### src/rtl/multi_lane_flag_generator.sv
// Per-lane DDR training data-quality monitor: sticky noise/transition flags,
// saturating per-lane noise counters and a settle phase before monitoring.
module multi_lane_flag_generator #(
    parameter int NUM_LANES     = 8,
    parameter int DATA_WIDTH    = 2,
    parameter int STABLE_CYCLES = 4,
    parameter int CNT_WIDTH     = 8
) (
    input  logic                            clock,
    input  logic                            reset_n,
    input  logic [NUM_LANES*DATA_WIDTH-1:0] data,
    input  logic                            enable,
    input  logic                            sample,
    input  logic                            clear_flags,
    output logic [NUM_LANES-1:0]            lane_noise_flag,
    output logic [NUM_LANES-1:0]            lane_transition_flag,
    output logic [NUM_LANES-1:0]            lane_flag,
    output logic                            any_flag,
    output logic [NUM_LANES*CNT_WIDTH-1:0]  noise_count,
    output logic                            settled,
    output logic [1:0]                      state
);

    // state   | meaning
    // IDLE    | monitor off, waiting for enable
    // SETTLE  | waiting for STABLE_CYCLES consecutive all-lane-stable cycles
    // MONITOR | noise detection and sample capture active
    typedef enum logic [1:0] {
        IDLE    = 2'd0,
        SETTLE  = 2'd1,
        MONITOR = 2'd2
    } state_t;

    localparam int SCW = $clog2(STABLE_CYCLES + 1);
    localparam logic [CNT_WIDTH-1:0] CNT_MAX = '1;

    state_t                                    state_q, state_d;
    logic [SCW-1:0]                            stab_q, stab_d;
    logic [NUM_LANES-1:0][DATA_WIDTH-1:0]      data0_q, data1_q;
    logic [NUM_LANES-1:0][DATA_WIDTH-1:0]      snap0_q, snap0_d, snap1_q, snap1_d;
    logic [NUM_LANES-1:0][CNT_WIDTH-1:0]       cnt_q, cnt_d;
    logic [NUM_LANES-1:0]                      noise_q, noise_d, trans_q, trans_d;
    logic [1:0]                                vcnt_q, vcnt_d;
    logic                                      sample_q;
    logic [NUM_LANES-1:0]                      unstable;
    logic                                      capture;

    always_comb begin
        for (int i = 0; i < NUM_LANES; i++) begin
            unstable[i] = |(data0_q[i] ^ data1_q[i]);
        end
    end

    always_comb begin
        state_d = state_q;
        stab_d  = stab_q;
        case (state_q)
            IDLE: begin
                if (enable) begin
                    state_d = SETTLE;
                    stab_d  = '0;
                end
            end
            SETTLE: begin
                if (|unstable) begin
                    stab_d = '0;
                end else if (stab_q == SCW'(STABLE_CYCLES)) begin
                    state_d = MONITOR;
                end else begin
                    stab_d = stab_q + 1'b1;
                end
            end
            MONITOR: ;
            default: state_d = IDLE;
        endcase
        if (!enable) begin
            state_d = IDLE;
            stab_d  = '0;
        end
    end

    assign capture = sample && !sample_q && (state_q == MONITOR);

    always_comb begin
        noise_d = noise_q;
        cnt_d   = cnt_q;
        trans_d = trans_q;
        snap0_d = snap0_q;
        snap1_d = snap1_q;
        vcnt_d  = vcnt_q;
        if (state_q == MONITOR) begin
            for (int i = 0; i < NUM_LANES; i++) begin
                if (unstable[i]) begin
                    noise_d[i] = 1'b1;
                    if (cnt_q[i] != CNT_MAX) cnt_d[i] = cnt_q[i] + 1'b1;
                end
            end
        end
        if (capture) begin
            snap1_d = snap0_q;
            snap0_d = data1_q;
            if (vcnt_q != 2'd2) vcnt_d = vcnt_q + 2'd1;
        end
        if (vcnt_q == 2'd2) begin
            for (int i = 0; i < NUM_LANES; i++) begin
                if (snap0_q[i] != snap1_q[i]) trans_d[i] = 1'b1;
            end
        end
        if (!enable) vcnt_d = '0;
        // clear takes priority over any same-cycle set or increment
        if (clear_flags) begin
            noise_d = '0;
            cnt_d   = '0;
            trans_d = '0;
            snap0_d = '0;
            snap1_d = '0;
            vcnt_d  = '0;
        end
    end

    always_ff @(posedge clock or negedge reset_n) begin
        if (!reset_n) begin
            state_q  <= IDLE;
            stab_q   <= '0;
            data0_q  <= '0;
            data1_q  <= '0;
            snap0_q  <= '0;
            snap1_q  <= '0;
            cnt_q    <= '0;
            noise_q  <= '0;
            trans_q  <= '0;
            vcnt_q   <= '0;
            sample_q <= 1'b0;
        end else begin
            state_q  <= state_d;
            stab_q   <= stab_d;
            data0_q  <= data;
            data1_q  <= data0_q;
            snap0_q  <= snap0_d;
            snap1_q  <= snap1_d;
            cnt_q    <= cnt_d;
            noise_q  <= noise_d;
            trans_q  <= trans_d;
            vcnt_q   <= vcnt_d;
            sample_q <= sample;
        end
    end

    assign lane_noise_flag      = noise_q;
    assign lane_transition_flag = trans_q;
    assign lane_flag            = noise_q | trans_q;
    assign any_flag             = |lane_flag;
    assign noise_count          = cnt_q;
    assign settled              = (state_q == MONITOR);
    assign state                = state_q;

endmodule

### config.mk
export PLATFORM = sky130hd
export DESIGN_NAME = multi_lane_flag_generator
export DESIGN_NICKNAME = d
export VERILOG_FILES = /design/src/rtl/multi_lane_flag_generator.sv
export SDC_FILE = /design/constraint.sdc
export NUM_CORES = 1
export LEC_CHECK = 0
export BUFFER_PORTS_ARGS = -buffer_cell sky130_fd_sc_hd__buf_2
export CAP_MARGIN = 20
export CORE_MARGIN = 2
export CORE_UTILIZATION = 30
export DETAILED_ROUTE_END_ITERATION = 7
export PLACE_DENSITY = 0.57
export SLEW_MARGIN = 20
export SYNTH_ARGS = -nofsm -noshare
export SYNTH_HDL_FRONTEND = slang
export SYNTH_SLANG_ARGS = --single-unit
### constraint.sdc
create_clock -name clock -period 1.6 [get_ports clock]
set_input_delay 0.24 -clock clock [delete_from_list [all_inputs] [get_ports clock]]
set_output_delay 0.24 -clock clock [all_outputs]
set_load 0.1 [all_outputs]
==> impl_metrics.py <==
metrics = {
    "synth": {
        "synthesized_area_divided_by_synthesized_cell_count_um2": 10.1,
        "synth_cell_type_count": 47,
        "post_synth_inst_count": 669,
        "synthesis.nets": 701,
        "synth-seq-cells": 152,
        "synth_async_sr_flop_share_pct": 100,
        "synth_top_cell_area_share_pct": 56.2,
        "synth_edf_count": 0,
        "postSynth.topFlopCell": "sky130_fd_sc_hd__dfrtp_1",
        "yosys.area.top_type": "sky130_fd_sc_hd__dfrtp_1",
        "yosys_warnings": 0,
        "syn-cell-area_mm2": 0.00677,
        "synth-seq-area-share_pct": 56.2,
        "synthTopCellsByArea": "sky130_fd_sc_hd__dfrtp_1 56%, sky130_fd_sc_hd__xnor2_1 7.4%, sky130_fd_sc_hd__nand2_1 5.2%",
    },
    "run_status": {
        "run_status": "complete, but fails checks",
        "failed_checks": "setup timing",
    },
    "sta": {
        "max_slew.worst_pin.slew_ns": 0.575,
        "timing.final.crit_period_ns": 2.47,
        "slew_headroom_pct": 61.7,
        "timing.final.max_slew_violations": 0,
        "timing.setup.tns_ns": -3.50,
        "timing.fmax_mhz": 405,
        "final-setup-viol-count": 68,
        "final-hold-violation-count": 0,
        "final_min_period_over_clock_period_pct": 155,
        "fin_worst_skew_ns": 0.00568,
        "grt_setup_unrepaired": "yes",
        "worst_slack_ns": -0.872,
    },
    "grt": {
        "grt_use_total_pct": 15.0,
        "grt_max_degree": 103,
        "grt_pass1_wl_um": 28600,
        "first_global_vias": 5638,
        "antenna_violations_before_repair": 0,
        "global_route.overflow_total": 0,
    },
    "worst_setup_path": {
        "crit_start": "lane_noise_flag[0]$_DFFE_PN0P_",
        "arrival_ns": 2.23,
        "worstReg2RegStart": "data1_q[11]$_DFF_PN0_",
        "endpoint_kind": "output port",
        "ws_path_type": "reg2out",
        "critical_path.startpoint_type": "flip-flop",
        "crit_path_max_fanout": 2,
        "required_ns": 1.36,
    },
    "die": {
        "initial_utilization_pct": 30.8,
        "core-area_mm2": 0.0220,
        "dieHeight_um": 154,
        "ios": 113,
        "die_area_mm2": 0.0238,
        "placementRows": 54,
        "die_x_um": 154,
    },
    "hold_path": {
        "kind_of_path_behind_the_tightest_hold_check": "in2reg",
        "hold_path.startpoint": "enable",
    },
    "cts": {
        "cts_max_level": 4,
        "clock_latency_ns": 0.41,
        "clockRootBuffer": "sky130_fd_sc_hd__clkbuf_16",
        "clock_tree.buffer_depth": 2,
        "cts_sinks": 152,
        "cts_tree": "built",
        "cts.reportedPaths.clkPinSlew_ns": 0.06,
        "cts_inserted_buffers": 17,
    },
    "drt": {
        "route.vias.total": 5840,
        "detailedRoute.firstPassIterationCount": 4,
        "routed_len_inst_um": 15.5,
        "detail_route.vias_per_cell": 4.81,
        "drtIter0Drc": 203,
        "remaining_drc_errors": 0,
        "drtAntennaViolNets": 0,
        "drt-total-wl_um": 18800,
    },
    "pwr": {
        "power.share.combinational_pct": 8.0,
        "leakage_nw": 4.75,
        "switchingPower_w": 0.00202,
        "peakVddDrop_mv": 0.619,
        "power_switching_share_pct": 23.7,
        "seqPwrFrac_pct": 46.6,
        "fraction_of_power_consumed_by_the_clock_network_pct": 45.4,
        "p_int_w": 0.00650,
        "power.density_mw_per_mm2": 760,
    },
    "place": {
        "hpwlAfterDp_um": 11500,
        "port_buffers": 112,
        "gpl.final_weighted_congestion": 0.767,
        "placed_cells_incl_taps": 1120,
    },
    "layout": {
        "layout-drive-gt1-share_pct": 60.0,
        "n_fill_cell": 1927,
        "stdcell_count": 1214,
        "multi_input_gate_area_in_the_final_layout_mm2": 0.00403,
        "regArea_mm2": 0.00403,
        "nNetsFinal": 953,
        "antenna-diode-count": 0,
        "areaGrowthSynthToFinish_pct": 65.6,
    },
    "flow_run": {
        "drv.max_cap_violation_count": 0,
    },
}
-- state kept, by name (all words and copies together) (netlist names) --
register / cells
snap1_q: 16
vcnt_q: 2
lane_noise_flag: 8
data1_q: 16
noise_count: 64
snap0_q: 16
lane_transition_flag: 8
data0_q: 16
state: 2
sample_q: 1
stab_q: 3
-- power by group through the flow --
| stage | Clock (W) | Combinational, W | Sequential, W |
|---|---|---|---|
| after floorplan | 0 | 0.000158 | 0.00417 |
| after global placement | 0 | 0.000580 | 0.00403 |
| after detailed placement | 0 | 0.000581 | 0.00404 |
| after CTS | 0.00397 | 0.000647 | 0.00396 |
| after global routing | 0.00412 | 0.000742 | 0.00398 |
| final | 0.00387 | 0.000681 | 0.00397 |
-- Yosys cell counts, drive strengths merged (3+ instances only) --
master	number
or4	4
o21ai	26
a21oi	71
nand2	94
ha	11
nand2b	4
nor3b	8
and3	6
xor2	13
nand3	29
or2	9
a211oi	3
nor4b	6
nor3	12
clkbuf	19
nor2	65
buf	5
or3	13
dfrtp	152
nor4	16
nand4	11
xnor2	57
inv	15
-- critical path: stages (launching register included) --
cell	delay, ns
sky130_fd_sc_hd__dfrtp_2	0.40
sky130_fd_sc_hd__or2_4	0.25
sky130_fd_sc_hd__or4_4	0.54
sky130_fd_sc_hd__or4_4	0.44
sky130_fd_sc_hd__buf_12	0.18
-- worst paths after layout --
check                      slack [ns]  cells after the start                           to
max in group asynchronous        0.65                      3   noise_count[6]$_DFFE_PN0P_
setup / recovery                -0.87                      4                     any_flag
hold / removal                   0.13                      3        stab_q[0]$_DFFE_PN0P_
setup reg to reg                -0.11                      5        stab_q[2]$_DFFE_PN0P_
min in group asynchronous        0.26                      2  noise_count[31]$_DFFE_PN0P_
hold reg to reg                  0.39                      0         data1_q[0]$_DFF_PN0_
-- kinds of logic after synthesis --
| logic type | Yosys count | share of synthesized area, % |
|---|---|---|
| compound gates | 110 | 9.37 |
| fa+ha+maj | 11 | 2.03 |
| xor+xnor | 70 | 9.06 |
| simple gates | 285 | 20.8 |
| buf+inv | 40 | 2.37 |
| mux | 1 | 0.148 |
| flops | 152 | 56.2 |
-- cell type report --
type | instances | share of cell area [%]
Clock inverter | 7 | 0.591
Clock buffer | 25 | 4.51
Inverter | 16 | 0.647
Timing Repair Buffer | 255 | 19.1
Tap cell | 280 | 3.12
Multi-Input combinational cell | 478 | 36.0
Timing Repair inverter | 1 | 0.145
Sequential cell | 152 | 36.0
-- stage by stage --
stage | hold slack, ns | power (W) | setup slack [ns] | utilization, % | instance area, um^2
2_1_floorplan | -0.0556 | 0.00433 | -0.812 | - | 7380
3_3_place_gp | 0.143 | 0.00461 | -0.601 | 40.5 | 8890
5_1_grt | 0.129 | 0.00884 | -0.931 | 51.1 | 11200
6_report | 0.133 | 0.00852 | -0.872 | 51.1 | 11200
4_1_cts | 0.112 | 0.00858 | -0.947 | 45.3 | 9950
3_5_place_dp | 0.142 | 0.00462 | -0.587 | 40.5 | 8890
-- repair_timing --
item / CTS / global route
hold endpoints to repair: 53 / 0
setup buffers: 6 / 33
cloned: 2 / 6
gates resized for setup: 67 / 225
pin swaps: 25 / 112
endpoints found under the setup margin: 47 / 95
hold buffers: 18 / 0
-- routing by layer --
metal	GRT usage (%)	up-vias	wire, um
li1	-	2798	-
met1	20.1	2905	8630
met2	24.3	121	9210
met3	3.05	16	709
met4	5.03	0	229
met5	0	-	0
-- layout by cell type, fill, tap and decap left out, types with 11 or more instances in the layout --
cell / n
sky130_fd_sc_hd__a21oi_1: 25
sky130_fd_sc_hd__a21oi_2: 42
sky130_fd_sc_hd__dfrtp_4: 50
sky130_fd_sc_hd__nand3_1: 24
sky130_fd_sc_hd__nand2_4: 36
sky130_fd_sc_hd__dfrtp_1: 68
sky130_fd_sc_hd__clkbuf_16: 21
sky130_fd_sc_hd__nand2_2: 21
sky130_fd_sc_hd__buf_4: 112
sky130_fd_sc_hd__buf_12: 17
sky130_fd_sc_hd__dfrtp_2: 34
sky130_fd_sc_hd__buf_2: 75
sky130_fd_sc_hd__xnor2_1: 53
sky130_fd_sc_hd__buf_6: 22
sky130_fd_sc_hd__nand4_1: 11
sky130_fd_sc_hd__dlygate4sd3_1: 18
sky130_fd_sc_hd__nor2_1: 54
sky130_fd_sc_hd__nand2_1: 37
sky130_fd_sc_hd__or3_1: 13
sky130_fd_sc_hd__inv_1: 15
(Power assumes the default switching activity.)
